==> config.mk <==
export PLATFORM = sky130hd
export DESIGN_NAME = runner_motion
export DESIGN_NICKNAME = d
export VERILOG_FILES = /design/src/rtl/runner_pkg.sv /design/src/rtl/runner_anim.sv /design/src/rtl/runner_motion.sv
export SDC_FILE = /design/constraint.sdc
export NUM_CORES = 1
export LEC_CHECK = 0
export CORE_MARGIN = 2
export CORE_UTILIZATION = 52
export DETAILED_ROUTE_END_ITERATION = 7
export HOLD_SLACK_MARGIN = 0.08
export MAX_ROUTING_LAYER = met4
export PLACE_DENSITY = 0.81
export SLEW_MARGIN = 25
export SYNTH_ARGS = -nofsm -noshare
export SYNTH_HDL_FRONTEND = slang
export SYNTH_SLANG_ARGS = --single-unit
==> constraint.sdc <==
create_clock -name frame_Clk -period 7.45 [get_ports frame_Clk]
set_input_delay 1.49 -clock frame_Clk [delete_from_list [all_inputs] [get_ports frame_Clk]]
set_output_delay 1.49 -clock frame_Clk [all_outputs]
set_load 0.05 [all_outputs]
==> src/rtl/runner_pkg.sv <==
// Shared types and default constants for the runner motion controller.
package runner_pkg;

   typedef enum logic [2:0] {
      S_IDLE = 3'd0,
      S_RUN  = 3'd1,
      S_DUCK = 3'd2,
      S_JUMP = 3'd3,
      S_DEAD = 3'd4
   } runner_state_t;

   typedef enum logic [2:0] {
      SPR_STAND  = 3'd0,
      SPR_RUN_A  = 3'd1,
      SPR_RUN_B  = 3'd2,
      SPR_DUCK_A = 3'd3,
      SPR_DUCK_B = 3'd4,
      SPR_DEAD   = 3'd5
   } sprite_sel_t;

   localparam logic        [9:0] RUNNER_X_DEF    = 10'd50;
   localparam logic        [9:0] GROUND_Y_DEF    = 10'd300;
   localparam logic        [9:0] DUCK_DROP_DEF   = 10'd34;
   localparam logic signed [7:0] JUMP_V0_DEF     = 8'sd20;
   localparam logic signed [7:0] GRAVITY_DEF     = 8'sd1;
   localparam int                ANIM_FRAMES_DEF = 10;

endpackage

==> src/rtl/runner_anim.sv <==
// Run/duck animation phase: counts frames while enabled and toggles phase
// every ANIM_FRAMES frames; clr_i restarts the sequence synchronously.
module runner_anim #(
   parameter int ANIM_FRAMES = 10
) (
   input  logic clk,
   input  logic rst_n,
   input  logic en_i,
   input  logic clr_i,
   output logic phase_o,
   output logic phase_nxt_o
);

   localparam int CW = $clog2(ANIM_FRAMES + 1);

   logic [CW-1:0] cnt_q, cnt_d;
   logic          phase_q, phase_d;

   // NOTE: defaults first so every path assigns every signal -- no latches.
   always_comb begin
      cnt_d   = cnt_q;
      phase_d = phase_q;
      if (clr_i) begin
         cnt_d   = CW'(1);
         phase_d = 1'b0;
      end else if (en_i) begin
         if (cnt_q == CW'(ANIM_FRAMES)) begin
            cnt_d   = CW'(1);
            phase_d = ~phase_q;
         end else begin
            cnt_d = cnt_q + CW'(1);
         end
      end
   end

   // NOTE: sequential state uses non-blocking assignments only.
   always_ff @(posedge clk or negedge rst_n) begin
      if (!rst_n) begin
         cnt_q   <= CW'(1);
         phase_q <= 1'b0;
      end else begin
         cnt_q   <= cnt_d;
         phase_q <= phase_d;
      end
   end

   assign phase_o     = phase_q;
   assign phase_nxt_o = phase_d;

endmodule

==> src/rtl/runner_motion.sv <==
// Per-frame runner controller: FSM, jump physics and registered sprite outputs.
// Optional macro RUNNER_FAST_FALL_EN: duck while airborne triples gravity.
module runner_motion
   import runner_pkg::*;
#(
   parameter logic        [9:0] RUNNER_X    = RUNNER_X_DEF,
   parameter logic        [9:0] GROUND_Y    = GROUND_Y_DEF,
   parameter logic        [9:0] DUCK_DROP   = DUCK_DROP_DEF,
   parameter logic signed [7:0] JUMP_V0     = JUMP_V0_DEF,
   parameter logic signed [7:0] GRAVITY     = GRAVITY_DEF,
   parameter int                ANIM_FRAMES = ANIM_FRAMES_DEF
) (
   input  logic       frame_Clk,
   input  logic       Reset_n,
   input  logic       start,
   input  logic       jump,
   input  logic       duck,
   input  logic       collide,
   output logic [9:0] PosX,
   output logic [9:0] PosY,
   output logic [2:0] sprite_sel,
   output logic       airborne,
   output logic       dead
);

   runner_state_t      state_q, state_d;
   logic        [9:0]  h_q, h_d;
   logic signed [7:0]  v_q, v_d;
   logic signed [10:0] s;
   logic signed [7:0]  grav_step;
   logic               anim_en, anim_clr;
   logic               phase, phase_nxt;

   logic [9:0]  posy_q, posy_d;
   sprite_sel_t sprite_q, sprite_d;
   logic        airborne_q, dead_q;

   runner_anim #(.ANIM_FRAMES(ANIM_FRAMES)) u_anim (
      .clk         (frame_Clk),
      .rst_n       (Reset_n),
      .en_i        (anim_en),
      .clr_i       (anim_clr),
      .phase_o     (phase),
      .phase_nxt_o (phase_nxt)
   );

   assign s       = $signed({1'b0, h_q}) + $signed({{3{v_q[7]}}, v_q});
   assign anim_en = (state_q == S_RUN) || (state_q == S_DUCK);

`ifdef RUNNER_FAST_FALL_EN
   assign grav_step = duck ? (GRAVITY + GRAVITY + GRAVITY) : GRAVITY;
`else
   assign grav_step = GRAVITY;
`endif

   always_comb begin
      state_d  = state_q;
      h_d      = h_q;
      v_d      = v_q;
      anim_clr = 1'b0;
      unique case (state_q)
         S_IDLE: if (start) state_d = S_RUN;
         S_RUN: begin
            if (collide)   state_d = S_DEAD;
            else if (jump) begin
               state_d = S_JUMP;
               v_d     = JUMP_V0;
            end else if (duck) state_d = S_DUCK;
         end
         S_DUCK: begin
            if (collide)   state_d = S_DEAD;
            else if (jump) begin
               state_d = S_JUMP;
               v_d     = JUMP_V0;
            end else if (!duck) state_d = S_RUN;
         end
         S_JUMP: begin
            if (collide) state_d = S_DEAD;
            else if (s <= 11'sd0 && v_q <= 8'sd0) begin
               // Landing clamps to the ground so h can never wrap below zero.
               state_d = S_RUN;
               h_d     = 10'd0;
               v_d     = 8'sd0;
            end else begin
               h_d = s[9:0];
               v_d = v_q - grav_step;
            end
         end
         S_DEAD: if (start) begin
            state_d  = S_RUN;
            h_d      = 10'd0;
            v_d      = 8'sd0;
            anim_clr = 1'b1;
         end
         default: state_d = S_IDLE;
      endcase
   end

   // Outputs are computed from next-state values so they change on the same edge.
   always_comb begin
      posy_d   = (state_d == S_DUCK) ? (GROUND_Y + DUCK_DROP) : (GROUND_Y - h_d);
      sprite_d = SPR_STAND;
      unique case (state_d)
         S_RUN:   sprite_d = phase_nxt ? SPR_RUN_B  : SPR_RUN_A;
         S_DUCK:  sprite_d = phase_nxt ? SPR_DUCK_B : SPR_DUCK_A;
         S_DEAD:  sprite_d = SPR_DEAD;
         default: sprite_d = SPR_STAND;
      endcase
   end

   always_ff @(posedge frame_Clk or negedge Reset_n) begin
      if (!Reset_n) begin
         state_q    <= S_IDLE;
         h_q        <= 10'd0;
         v_q        <= 8'sd0;
         posy_q     <= GROUND_Y;
         sprite_q   <= SPR_STAND;
         airborne_q <= 1'b0;
         dead_q     <= 1'b0;
      end else begin
         state_q    <= state_d;
         h_q        <= h_d;
         v_q        <= v_d;
         posy_q     <= posy_d;
         sprite_q   <= sprite_d;
         airborne_q <= (state_d == S_JUMP);
         dead_q     <= (state_d == S_DEAD);
      end
   end

   assign PosX       = RUNNER_X;
   assign PosY       = posy_q;
   assign sprite_sel = sprite_q;
   assign airborne   = airborne_q;
   assign dead       = dead_q;

   logic unused_phase;
   assign unused_phase = phase;

endmodule
==> metrics.csv <==
metric,value,unit
p_leak,1.44,nW
ys_async_sr_fraction,1.00,
cts_setup_buffers,0,
arrival,4.48,ns
path_cells,clkdlybuf4s50_1 -> and4bb_2 -> nor2_1 -> a22oi_1 -> ha_1 -> nor3b_1 -> a31o_2 -> o21ai_1 -> and3_1 -> o21ai_1,
fillerInstances,490,
synth_edf_count,0,
post-synth-top-area-fraction,0.312,
ctsResizeCount,0,
clock_skew,0.0116,ns
synth_seq_cells,41,
coreArea,5440,sq um
reg2reg_from,v_q[0],
initial_core_util,0.531,
syn_inst,326,
fin_hold_ws,0.534,ns
place_congestion,0.967,
fin_crit,4.25,ns
dieArea,6170,sq um
clk_latency,0.30,ns
grt_max_degree,42,
grt_first_pass_wirelength,10700,microns
p_per_area,380,nW/um^2
final_cell_mix,"dfrtp_1 (36), nand2_1 (34), nor2_1 (29)",
synth_area_per_cell,8.86,sq um
gr-usage-all-layers,0.222,
clk_path_buf_depth,2,
grt_pass1_vias,2222,
r2r_cells,17,
antenna_found_initial,0,
cap_violations,0,
seqCellArea,1030,sq um
cts_tree,yes,
synthFlopType,dfrtp_1,
rsz0062_at_grt,no,
synth_warnings,0,
pin_count,31,
fmax,235,MHz
tightestPinTransition,0.944,ns
drive_gt1_frac,0.0965,
syn-cell-area,2890,sq um
drc,0,
cpMostUsedCell,o21ai_1,
drv_slew,0,
multi_input_area,1710,sq um
layout_commonest_cell,dfrtp_1,
regToRegSetupSlack,3.23,ns
vias,2414,
timing.rr.end,PosY[6],
crit_path_max_fanout,15,
synth_area_leader_cell,dfrtp_1,
cpPeakStageDelay,0.74,ns
die_w,78.5,microns
htreeDepth,2,
period_share,0.571,
rows,27,
cp_data_required_time,7.68,ns
finalHoldViolCount,0,
worstHoldPathCells,2,
wirelength,6380,microns
setup.worst_path.class,in -> reg,
dp_hpwl,4810,microns
cp-end-kind,register,
maxSlewHeadroom,0.368,
io_buffers,20,
die_y,78.5,microns
ir_worst_vdd,0.184,mV
status,completed,
yosysSeqAreaShare,0.357,
setup_violations,0,
fin_nets,363,
cts_buffers,5,
min_from,u_anim.cnt_q[0],
synthTopCellsByArea,"dfrtp_1 (31%), ha_1 (6.5%), dfstp_2 (4.5%)",
hold_class,reg -> reg,
n_antenna_cell,0,
root_buffer,clkbuf_8,
initialDrtViolationCount,165,
slowest_stage,nor2_1,
clk_pin_slew,0.08,ns
tns,0,ns
cts_hold_buffers,0,
wl_per_cell,15.4,microns
clock-sinks,41,
ys_types,70,
overflow,0,
synthToLayoutAreaGrowth,9.66,%
whs_endpoint,u_anim.cnt_q[0],
startpoint_type,input port,
via_per_inst,5.83,
ant_nets,0,
drt_first_pass_iters,4,
-- per-layer routing --
layer  share of wire  up-vias  GRT usage
met5               0        -          -
met4          0.0094        0     0.0439
met2            0.48       63      0.359
li1                -     1186          -
met1            0.46     1155      0.298
met3           0.042       10     0.0356
-- synth_stat cells (all sizes together) (3+ instances only) --
master	count
dfrtp	36
dfstp	5
nand3	7
or3	3
inv	15
o211ai	4
and2	5
mux2i	7
a22o	3
xor2	5
a22oi	4
a32oi	3
a31oi	3
clkbuf	5
o21ai	26
nand2	34
nor4	6
a211oi	3
o21a	3
ha	15
a21o	4
nor3	8
xnor2	8
nand2b	6
a21oi	21
nor2	29
buf	15
-- cell type report --
type	instances	share of cell area
clock buffers	6	0.0229
multi-input cells	258	0.540
flip-flops and latches	41	0.326
inverters	15	0.0178
repair buffers	20	0.0616
well taps	72	0.0284
clock inverters	2	0.00316
-- power breakdown --
group	switching, mW	internal, mW
sequential	0.0805	0.306
combinational	0.425	0.252
clock	0.0752	0.0649
total	0.580	0.623
-- worst max path at each step --
stage	slack, ns	to	start
after floorplan	3.89	PosY[6]	v_q[0]
after global placement	3.13	PosY[8]	collide
after detailed placement	2.97	PosY[8]	collide
after CTS	3.26	PosY[6]	v_q[0]
after global routing	2.93	PosY[6]	v_q[0]
final	3.20	PosY[8]	collide
-- logic make-up after synthesis --
family,count (synthesis),share of synthesized area
xor+xnor,13,0.0394
fa+ha+maj,18,0.0789
other cells,2,0.00260
compound gates,91,0.217
buf+inv,35,0.0628
flops,41,0.357
simple gates,119,0.218
mux,7,0.0243
-- critical path: cells and delay by family --
family	cells	cell delay (ns)
buffers and inverters	1	0.56
AOI/OAI and AO/OA	4	0.68
adders and majority gates	1	0.30
and+or+nand+nor	4	1.45
-- state kept, by name, indices dropped and copies added (netlist names), 3 cells and up --
name          cells
PosY             10
h_q              10
sprite_sel        3
state_q           3
v_q               8
u_anim.cnt_q      4
-- through the flow --
stage / power [mW] / std cells / cell area, sq um / util / worst slack (ns)
final: 1.20 / 414 / 3170 / 0.582 / 3.20
after detailed placement: 1.06 / 406 / 3080 / 0.566 / 2.97
after floorplan: 0.899 / 334 / 2920 / - / 3.89
after CTS: 1.19 / 414 / 3160 / 0.581 / 3.26
after global routing: 1.28 / 414 / 3170 / 0.582 / 2.93
after global placement: 1.04 / 406 / 3080 / 0.566 / 3.13
No activity file was read; power rests on OpenSTA's default activity.
